==> src/rtl/cam_action_stage_if.sv <==
// Result path between the CAM-facing input and the forwarding consumer.
// The master drives match indices and ready. The slave returns the head result.
interface cam_action_stage_if #(
  parameter int ACT_W = 8
);
  logic             idx_vld;
  logic [3:0]       idx;
  logic             act_vld;
  logic [3:0]       act_idx;
  logic [ACT_W-1:0] act_data;
  logic             act_rdy;

  modport master (
    output idx_vld, idx, act_rdy,
    input  act_vld, act_idx, act_data
  );

  modport slave (
    input  idx_vld, idx, act_rdy,
    output act_vld, act_idx, act_data
  );
endinterface

==> src/rtl/cam_action_stage.sv <==
// Looks up the action for each CAM match index and buffers {index, action} in a
// first-word-fall-through FIFO. Results that arrive while the FIFO is full are dropped and counted.
module cam_action_stage #(
  parameter int ACT_W      = 8,
  parameter int FIFO_DEPTH = 4,
  parameter int CNT_W      = 16,
  localparam int LVL_W     = $clog2(FIFO_DEPTH) + 1,
  localparam int PTR_W     = $clog2(FIFO_DEPTH)
) (
  input  logic                clk,
  input  logic                reset,
  cam_action_stage_if.slave   bus,
  input  logic                cfg_wr_en,
  input  logic [3:0]          cfg_addr,
  input  logic [ACT_W-1:0]    cfg_data,
  output logic [LVL_W-1:0]    fifo_level,
  output logic [CNT_W-1:0]    drop_cnt
);

  logic [ACT_W-1:0] table_q [16];
  logic             l_vld_q;
  logic [3:0]       l_idx_q;
  logic [ACT_W-1:0] l_act_q;

  logic [3:0]       fifo_idx_q [FIFO_DEPTH];
  logic [ACT_W-1:0] fifo_act_q [FIFO_DEPTH];
  logic [PTR_W-1:0] wr_ptr_q, wr_ptr_d;
  logic [PTR_W-1:0] rd_ptr_q, rd_ptr_d;
  logic [LVL_W-1:0] level_q, level_d;
  logic [CNT_W-1:0] drop_cnt_q, drop_cnt_d;

  logic             empty_s;
  logic             full_s;
  logic             pop_s;
  logic             push_s;
  logic             drop_s;

  // Action table and lookup stage; the non-blocking read gives a same-edge lookup the old entry
  always_ff @(posedge clk or posedge reset) begin
    if (reset) begin
      for (int i = 0; i < 16; i++) begin
        table_q[i] <= ACT_W'(i);
      end
      l_vld_q <= 1'b0;
      l_idx_q <= 4'd0;
      l_act_q <= '0;
    end else begin
      if (cfg_wr_en) begin
        table_q[cfg_addr] <= cfg_data;
      end
      l_vld_q <= bus.idx_vld;
      if (bus.idx_vld) begin
        l_idx_q <= bus.idx;
        l_act_q <= table_q[bus.idx];
      end
    end
  end

  // FIFO control; when full, a push is accepted only if a pop frees a slot on the same edge
  always_comb begin
    empty_s    = (level_q == LVL_W'(0));
    full_s     = (level_q == LVL_W'(FIFO_DEPTH));
    pop_s      = !empty_s && bus.act_rdy;
    push_s     = l_vld_q && (!full_s || pop_s);
    drop_s     = l_vld_q && !push_s;
    wr_ptr_d   = wr_ptr_q;
    rd_ptr_d   = rd_ptr_q;
    level_d    = level_q;
    drop_cnt_d = drop_cnt_q;
    if (push_s) begin
      wr_ptr_d = wr_ptr_q + PTR_W'(1);
    end else begin
      wr_ptr_d = wr_ptr_q;
    end
    if (pop_s) begin
      rd_ptr_d = rd_ptr_q + PTR_W'(1);
    end else begin
      rd_ptr_d = rd_ptr_q;
    end
    case ({push_s, pop_s})
      2'b10:   level_d = level_q + LVL_W'(1);
      2'b01:   level_d = level_q - LVL_W'(1);
      default: level_d = level_q;
    endcase
    if (drop_s && (drop_cnt_q != {CNT_W{1'b1}})) begin
      drop_cnt_d = drop_cnt_q + CNT_W'(1);
    end else begin
      drop_cnt_d = drop_cnt_q;
    end
  end

  // FIFO storage and state registers
  always_ff @(posedge clk or posedge reset) begin
    if (reset) begin
      for (int i = 0; i < FIFO_DEPTH; i++) begin
        fifo_idx_q[i] <= 4'd0;
        fifo_act_q[i] <= '0;
      end
      wr_ptr_q   <= '0;
      rd_ptr_q   <= '0;
      level_q    <= '0;
      drop_cnt_q <= '0;
    end else begin
      if (push_s) begin
        fifo_idx_q[wr_ptr_q] <= l_idx_q;
        fifo_act_q[wr_ptr_q] <= l_act_q;
      end
      wr_ptr_q   <= wr_ptr_d;
      rd_ptr_q   <= rd_ptr_d;
      level_q    <= level_d;
      drop_cnt_q <= drop_cnt_d;
    end
  end

  // Head outputs come straight from storage; they are masked to zero when empty
  assign bus.act_vld  = !empty_s;
  assign bus.act_idx  = empty_s ? 4'd0 : fifo_idx_q[rd_ptr_q];
  assign bus.act_data = empty_s ? '0 : fifo_act_q[rd_ptr_q];
  assign fifo_level   = level_q;
  assign drop_cnt     = drop_cnt_q;

endmodule

==> src/flat_wrapper.sv <==
// flat-port wrapper written by rule: the top's interface ports become plain ports
module cam_action_stage_flat 
#(
  parameter int ACT_W      = 8,
  parameter int FIFO_DEPTH = 4,
  parameter int CNT_W      = 16,
  localparam int LVL_W     = $clog2(FIFO_DEPTH) + 1,
  localparam int PTR_W     = $clog2(FIFO_DEPTH)
)
  (clk, reset, cfg_wr_en, cfg_addr, cfg_data, fifo_level, drop_cnt, bus_idx_vld, bus_idx, bus_act_rdy, bus_act_vld, bus_act_idx, bus_act_data);
  cam_action_stage_if #(.ACT_W(ACT_W)) bus_i ();
  input  logic clk;
  input  logic reset;
  input  logic cfg_wr_en;
  input  logic [3:0] cfg_addr;
  input  logic [ACT_W-1:0] cfg_data;
  output logic [LVL_W-1:0] fifo_level;
  output logic [CNT_W-1:0] drop_cnt;
  input wire logic [$bits(bus_i.idx_vld)-1:0] bus_idx_vld;
  input wire logic [$bits(bus_i.idx)-1:0] bus_idx;
  input wire logic [$bits(bus_i.act_rdy)-1:0] bus_act_rdy;
  output wire logic [$bits(bus_i.act_vld)-1:0] bus_act_vld;
  output wire logic [$bits(bus_i.act_idx)-1:0] bus_act_idx;
  output wire logic [$bits(bus_i.act_data)-1:0] bus_act_data;
  assign bus_i.idx_vld = bus_idx_vld;
  assign bus_i.idx = bus_idx;
  assign bus_i.act_rdy = bus_act_rdy;
  assign bus_act_vld = bus_i.act_vld;
  assign bus_act_idx = bus_i.act_idx;
  assign bus_act_data = bus_i.act_data;
  cam_action_stage #(.ACT_W(ACT_W), .FIFO_DEPTH(FIFO_DEPTH), .CNT_W(CNT_W)) u_core (.clk(clk), .reset(reset), .bus(bus_i), .cfg_wr_en(cfg_wr_en), .cfg_addr(cfg_addr), .cfg_data(cfg_data), .fifo_level(fifo_level), .drop_cnt(drop_cnt));
endmodule
==> config.mk <==
export PLATFORM = sky130hd
export DESIGN_NAME = cam_action_stage_flat
export DESIGN_NICKNAME = d
export VERILOG_FILES = /design/src/rtl/cam_action_stage_if.sv /design/src/rtl/cam_action_stage.sv /design/src/flat_wrapper.sv
export SDC_FILE = /design/constraint.sdc
export NUM_CORES = 1
export LEC_CHECK = 0
export CAP_MARGIN = 30
export CORE_MARGIN = 1.5
export CORE_UTILIZATION = 56
export CTS_BUF_LIST = sky130_fd_sc_hd__clkbuf_8
export DETAILED_ROUTE_END_ITERATION = 10
export PLACE_DENSITY = 0.78
export SYNTH_ARGS = -nofsm -noshare
export SYNTH_HDL_FRONTEND = slang
export SYNTH_SLANG_ARGS = --single-unit
==> constraint.sdc <==
create_clock -name clk -period 6.4 [get_ports clk]
set_clock_uncertainty 0.2 [all_clocks]
set_input_delay 0.64 -clock clk [delete_from_list [all_inputs] [get_ports clk]]
set_output_delay 0.64 -clock clk [all_outputs]
set_load 0.01 [all_outputs]
==> results by group, run 1 <==
Worst hold path
  – Hold path start: u_core.table_q[123]$_DFFE_PP0P_
  – Hold Crit Depth: 1
  – Hold Path Class: flip-flop to flip-flop

Logic synthesis
  – Netlist cell types: between 50 and 60
  – Post-Syn Area: 0.009931 mm²
  – Top_reg_cell synth: dfrtp_1
  – Post-Synth Adder-Cell Area: less than 1%
  – Post-synthesis compound-gate area fraction: 2.192%
  – Synth Area per Inst: around 15 µm²
  – Post-synthesis mux area share: 32.03%
  – Largest family of logic cells by synthesized area: multiplexers
  – Cells after Synth: ~650
  – Async set-reset flop share out of synthesis: 100.0%
  – Syn Nets: a little under 700
  – Synthesized flop and latch total: 212
  – Post-synth EDFFs: 0
  – Post-synthesis sequential area ratio: approximately 54%
  – Synth Area in XOR/XNOR: around 1.6%
  – Ys Warns: 0
  – Synth Area in Simple Gates: under 10%

Global routing
  – Gr usage total: 23.12%
  – Grt total ovfl: 0
  – Initial antenna violation count: 0
  – Largest net degree at the start of global routing: ~210
  – Vias in the first global route: between 6000 and 7000
  – First-pass GRT wire length: roughly 33000 µm

Layout
  – Final core occ: between 60% and 70%
  – Most common cell after layout, fill and taps aside: dfrtp_1
  – Area Growth Syn to Fin: 12.69%
  – Share of layout cells above drive strength 1: between 40% and 50%
  – Ant. Diodes: 0
  – Fin nets: around 730
  – Most frequent cells in the layout: 180 x dfrtp_1, 178 x mux2_2, 51 x clkdlybuf4s50_1

Routing
  – DRT antenna net count: 0
  – Post-route DRC: 0
  – Wire per inst: around 21 µm
  – Vias per cell: 5.911
  – 1st-iter DRT viols: 264
  – Routed vias: ~5600
  – Final WL: 20090 µm
  – DR pass1 iterations: 4

Clock tree
  – CTS buffer count: 36
  – Cts repair resizes: 0
  – Clock sinks: approximately 210
  – CTS Root Cell: clkbuf_8
  – CTS Buffer Depth: 3
  – Post-CTS Setup Bufs: 0
  – CTS tree: done
  – Clock Latency Late Sink: 0.51 ns
  – Clock-pin slew on the worst setup and hold paths: ~0.06 ns
  – Hold_buf cts: 0
  – H-tree levels: 2

Place
  – DPL Wire Length: roughly 13000 µm
  – IO Port Bufs: 52
  – GP Congestion: between 0.7 and 0.8

Power
  – PwrDens: 392.6 mW/mm²
  – Static leakage: 0.004852 µW
  – Worst vdd ir: just over 0.3 mV

Worst setup path
  – Crit end category: output port
  – Crit path from: u_core.rd_ptr_q[0]$_DFFE_PP0P_
  – Critical path peak fanout: 14
  – CP required: between 5 and 6 ns
  – Worst setup SP type: flip-flop
  – Worst r2r src: u_core.fifo_level[0]$_DFFE_PP0P_
  – Setup Crit Path Kind: flip-flop to output port
  – Depth of the most critical reg-to-reg path: 9
  – Crit path DAT: around 2.7 ns

Timing
  – Worst slew pin tran: 1.241 ns
  – RSZ-0062 raised after global routing: false
  – Fin crit share: between 50% and 60%
  – Fin crit period: 3.510 ns
  – Slew margin rel.: 17.27%
  – Setup TNS: 0 ns
  – Final setup viols: 0
  – Hold Fails Final Rpt: 0
  – Number of slew-limit violations in the final report: 0
  – Peak Freq: ~280 MHz

Die
  – Die W: about 140 µm
  – Std-Cell Rows: 48
  – Initial core utilization: 57.41%
  – Boundary Pins: 53
  – Core area: between 0.015 and 0.02 mm²
  – Die Span Y: 136.2 µm
  – Die ar.: ~0.019 mm²

Run
  – MaxCap Viol Count: 0

Status
  – Outcome: completed
worst paths after layout:
kind,endpoint,slack (ns)
max,bus_act_data[5],2.89
min,u_core.table_q[123]$_DFFE_PP0P_,0.30
max reg2reg,u_core.fifo_level[2]$_DFFE_PP0P_,3.72
min reg2reg,u_core.table_q[123]$_DFFE_PP0P_,0.30
max in group asynchronous,u_core.fifo_idx_q[13]$_DFFE_PP0P_,4.50
min in group asynchronous,u_core.table_q[29]$_DFFE_PP0P_,0.48
critical path, stage by stage (launching register included):
cell and delay [ns]:
dfrtp_1 0.91, mux4_2 0.61, and2_1 0.17, clkdlybuf4s50_1 0.47
cell type report:
cell class                 count  area, µm²
fill                        1267       6106
clock buffer                  44      605.6
clock inverter                18      67.56
timing repair buffer          56      570.5
inverter                      11      45.04
tap                          225      281.5
sequential                   212       5345
multi-input combinational    387       4275
per-stage QoR:
step	setup WS (ns)	hold WS, ns	total power (µW)	instances	instance area [µm²]
final	2.890	0.2997	4394	953	11190
after global routing	2.695	0.3049	4653	953	11190
after CTS	2.812	0.3001	4437	953	11190
after detailed placement	3.087	0.2868	3301	891	10520
after global placement	3.159	0.2798	3211	890	10500
after floorplan	2.830	0.2704	2880	646	9935
layer usage:
layer / vias to the layer above / share of wire, % / track usage [%] / wire, µm
li1: 2514 / - / - / -
met1: 2946 / 44 / 30.80 / 8852
met2: 131 / 50 / 38.61 / 10030
met3: 42 / 4.1 / 4.474 / 832
met4: 0 / 1.9 / 7.210 / 380
met5: - / 0 / 0 / 0
sequential cells by signal (all words and copies together) (netlist names):
| name | flops |
|---|---|
| u_core.l_idx_q | 4 |
| u_core.drop_cnt | 16 |
| u_core.fifo_idx_q | 16 |
| u_core.rd_ptr_q | 2 |
| u_core.l_vld_q | 1 |
| u_core.fifo_act_q | 32 |
| u_core.table_q | 128 |
| u_core.fifo_level | 3 |
| u_core.l_act_q | 8 |
| u_core.wr_ptr_q | 2 |
report_power, final:
part           internal, µW  switching [µW]  total (µW)
Clock                   615             512        1130
Sequential             1760             263        2030
Combinational           797             444        1240
Yosys cell counts, types with 7 or more instances:
| cell type | count | area share, % |
|---|---|---|
| dfrtp_1 | 180 | 45 |
| mux2_2 | 178 | 20 |
| dfstp_2 | 32 | 8.5 |
| mux4_2 | 30 | 6.8 |
| and2_1 | 13 | 0.82 |
| buf_6 | 12 | 1.4 |
| nand2_1 | 12 | 0.45 |
| o22ai_1 | 12 | 0.76 |
| inv_1 | 11 | 0.42 |
| xor2_1 | 11 | 0.97 |
| clkbuf_1 | 9 | 0.34 |
| nand3_1 | 9 | 0.45 |
| nor2_1 | 9 | 0.34 |
| a21oi_1 | 8 | 0.40 |
| mux2_4 | 8 | 1.2 |
| mux4_1 | 8 | 2.1 |
| buf_2 | 7 | 0.35 |
| mux2i_1 | 7 | 0.71 |
| nand4_1 | 7 | 0.44 |
| xnor2_1 | 7 | 0.62 |
kinds of logic (layout without fill, tap and decap cells):
| group | Yosys count | in the layout |
|---|---|---|
| buf+inv | 47 | 129 |
| xor+xnor | 18 | 18 |
| simple gates | 93 | 93 |
| mux | 235 | 235 |
| fa+ha+maj | 7 | 7 |
| flops | 212 | 212 |
| compound gates | 34 | 34 |
Note: power is estimated with default switching activity, not from simulation.
==> inputs of run 2 (changes only) <==
CORE_UTILIZATION = 62   (was 56)
PLACE_DENSITY = 0.82   (was 0.78)
clock period = 3.3 ns   (was 6.4 ns; I/O delays follow)
==> results by group, run 2 (same netlist as run 1, synthesis figures left out) <==
Status
  – Outcome: completed

Power
  – Static leakage: 0.004940 µW
  – Worst vdd ir: between 0.3 and 0.4 mV
  – PwrDens: roughly 780 mW/mm²

Timing
  – Worst hold slack: between 0.08 and 0.09 ns
  – Peak Freq: approximately 350 MHz
  – Final WS setup: around 0.42 ns
  – Fin crit share: between 80 and 90%
  – Fin crit period: between 2 and 3 ns
  – Worst slew pin tran: roughly 0.74 ns
  – Setup TNS: 0 ns
  – Hold Fails Final Rpt: 0
  – Number of slew-limit violations in the final report: 0
  – Slew margin rel.: slightly above 50%
  – RSZ-0062 raised after global routing: false
  – Final setup viols: 0

Routing
  – Wire per inst: between 20 and 25 µm
  – Final WL: 20460 µm
  – Vias per cell: between 6 and 7
  – Post-route DRC: 0
  – Routed vias: around 5800
  – DR pass1 iterations: 5
  – 1st-iter DRT viols: 323
  – DRT antenna net count: 0

Global routing
  – First-pass GRT wire length: 33600 µm
  – Grt peak-use layer: met2
  – Vias in the first global route: between 6000 and 7000
  – Largest net degree at the start of global routing: between 80 and 90
  – M2 GR Usage: 45.50%
  – Grt total ovfl: 0
  – Met3 track demand over resource: around 5%
  – Met1 Usage GRT: ~33%
  – Initial antenna violation count: 0
  – Gr usage total: around a quarter

Worst setup path
  – Worst setup SP type: flip-flop
  – Setup Crit Path Kind: flip-flop to output port
  – R2r setup slk: about 0.68 ns
  – Critical path peak fanout: 14
  – Crit path DAT: 2.35 ns
  – CP required: 2.77 ns
  – Crit end category: output port

Clock tree
  – CTS tree: done
  – CTS buffer count: 37
  – Cts repair resizes: 0
  – Clock-pin slew on the worst setup and hold paths: 0.06 ns
  – Clock Latency Late Sink: 0.51 ns
  – CTS Root Cell: clkbuf_8
  – Clock sinks: between 200 and 250
  – H-tree levels: 2
  – Post-CTS Setup Bufs: 0
  – Hold_buf cts: 0
  – CTS Buffer Depth: 3

Layout
  – Largest register FFs: 128
  – Most frequent cells in the layout: 180 x dfrtp_1, 178 x mux2_2, 51 x clkdlybuf4s50_1
  – Layout filler cell count: 1047
  – Final non-filler cell total: between 900 and 1000
  – Multi-input gate area: around 0.0043 mm²
  – Storage element area: roughly 0.0053 mm²
  – Reg with most FFs: u_core.table_q
  – Largest regs: u_core.table_q (128), u_core.fifo_act_q (32)
  – Area Growth Syn to Fin: 14.55%
  – Final core occ: between 70% and 80%
  – Most common cell after layout, fill and taps aside: dfrtp_1
  – Fin nets: around 740
  – Ant. Diodes: 0
  – Share of layout cells above drive strength 1: a little under half

Worst hold path
  – Hold Path Class: input pin to asynchronous set/reset pin

Die
  – Std-Cell Rows: 46
  – Core area: roughly 0.016 mm²
  – Die Span Y: 129.6 µm
  – Die W: around 130 µm
  – Die ar.: between 0.015 and 0.02 mm²
  – Boundary Pins: 53
  – Initial core utilization: between 60 and 70%

Run
  – MaxCap Viol Count: 0

Place
  – GP Congestion: approximately 0.8
  – Placed cell count: 892
  – DPL Wire Length: roughly 13000 µm
  – Worst slack at placement: approximately 0.55 ns
  – IO Port Bufs: 52
[run 2: cell count changes in the layout (fill, tap and decap cells not counted)]
cell / change
bufinv_16: +1
buf_4: +8
inv_1: -7
clkinv_4: +1
buf_12: +2
clkinv_2: +3
clkbuf_8: +5
[run 2: metal layers]
metal,vias up,share of wire [%]
met5,-,0
met4,0,3.3
met3,55,4.0
met2,160,51
met1,3052,41
li1,2527,-
[run 2: cell type report]
class | instances | area share [%]
clock buffer | 49 | 5.928
multi-input combinational | 387 | 37.58
clock inverter | 16 | 0.8359
timing repair buffer | 66 | 5.895
inverter | 11 | 0.3960
tap | 216 | 2.376
sequential | 212 | 46.99
[run 2: final timing paths]
kind | cells past startpoint | to | start
max in group asynchronous | 3 | u_core.table_q[112]$_DFFE_PP1P_ | reset
max | 4 | bus_act_data[5] | u_core.rd_ptr_q[0]$_DFFE_PP0P_
max reg2reg | 8 | u_core.fifo_level[2]$_DFFE_PP0P_ | u_core.fifo_level[0]$_DFFE_PP0P_
min in group clk | 2 | u_core.l_idx_q[2]$_DFFE_PP0P_ | bus_idx[2]
min reg2reg | 1 | u_core.table_q[123]$_DFFE_PP0P_ | u_core.table_q[123]$_DFFE_PP0P_
min | 2 | u_core.drop_cnt[11]$_DFFE_PP0P_ | reset
[run 2: stage by stage]
step                      area, µm²  power [µW]
final                         11380        8844
after detailed placement      10610        6463
after CTS                     11380        8932
after global routing          11380        9320
after floorplan                9935        5586
after global placement        10610        6254
[run 2: worst max-delay path, stage by stage (launching register included)]
cell and delay (ns):
dfrtp_1 0.33, buf_4 0.29, mux4_2 0.55, and2_1 0.19, clkdlybuf4s50_1 0.48
[run 2: report_power, final]
part	leakage, µW	switching (µW)	total, µW	internal (µW)
registers	0.00254	479	3900	3420
logic	0.00196	941	2510	1570
clock network	0.000441	1030	2440	1400
total	0.00494	2450	8840	6390
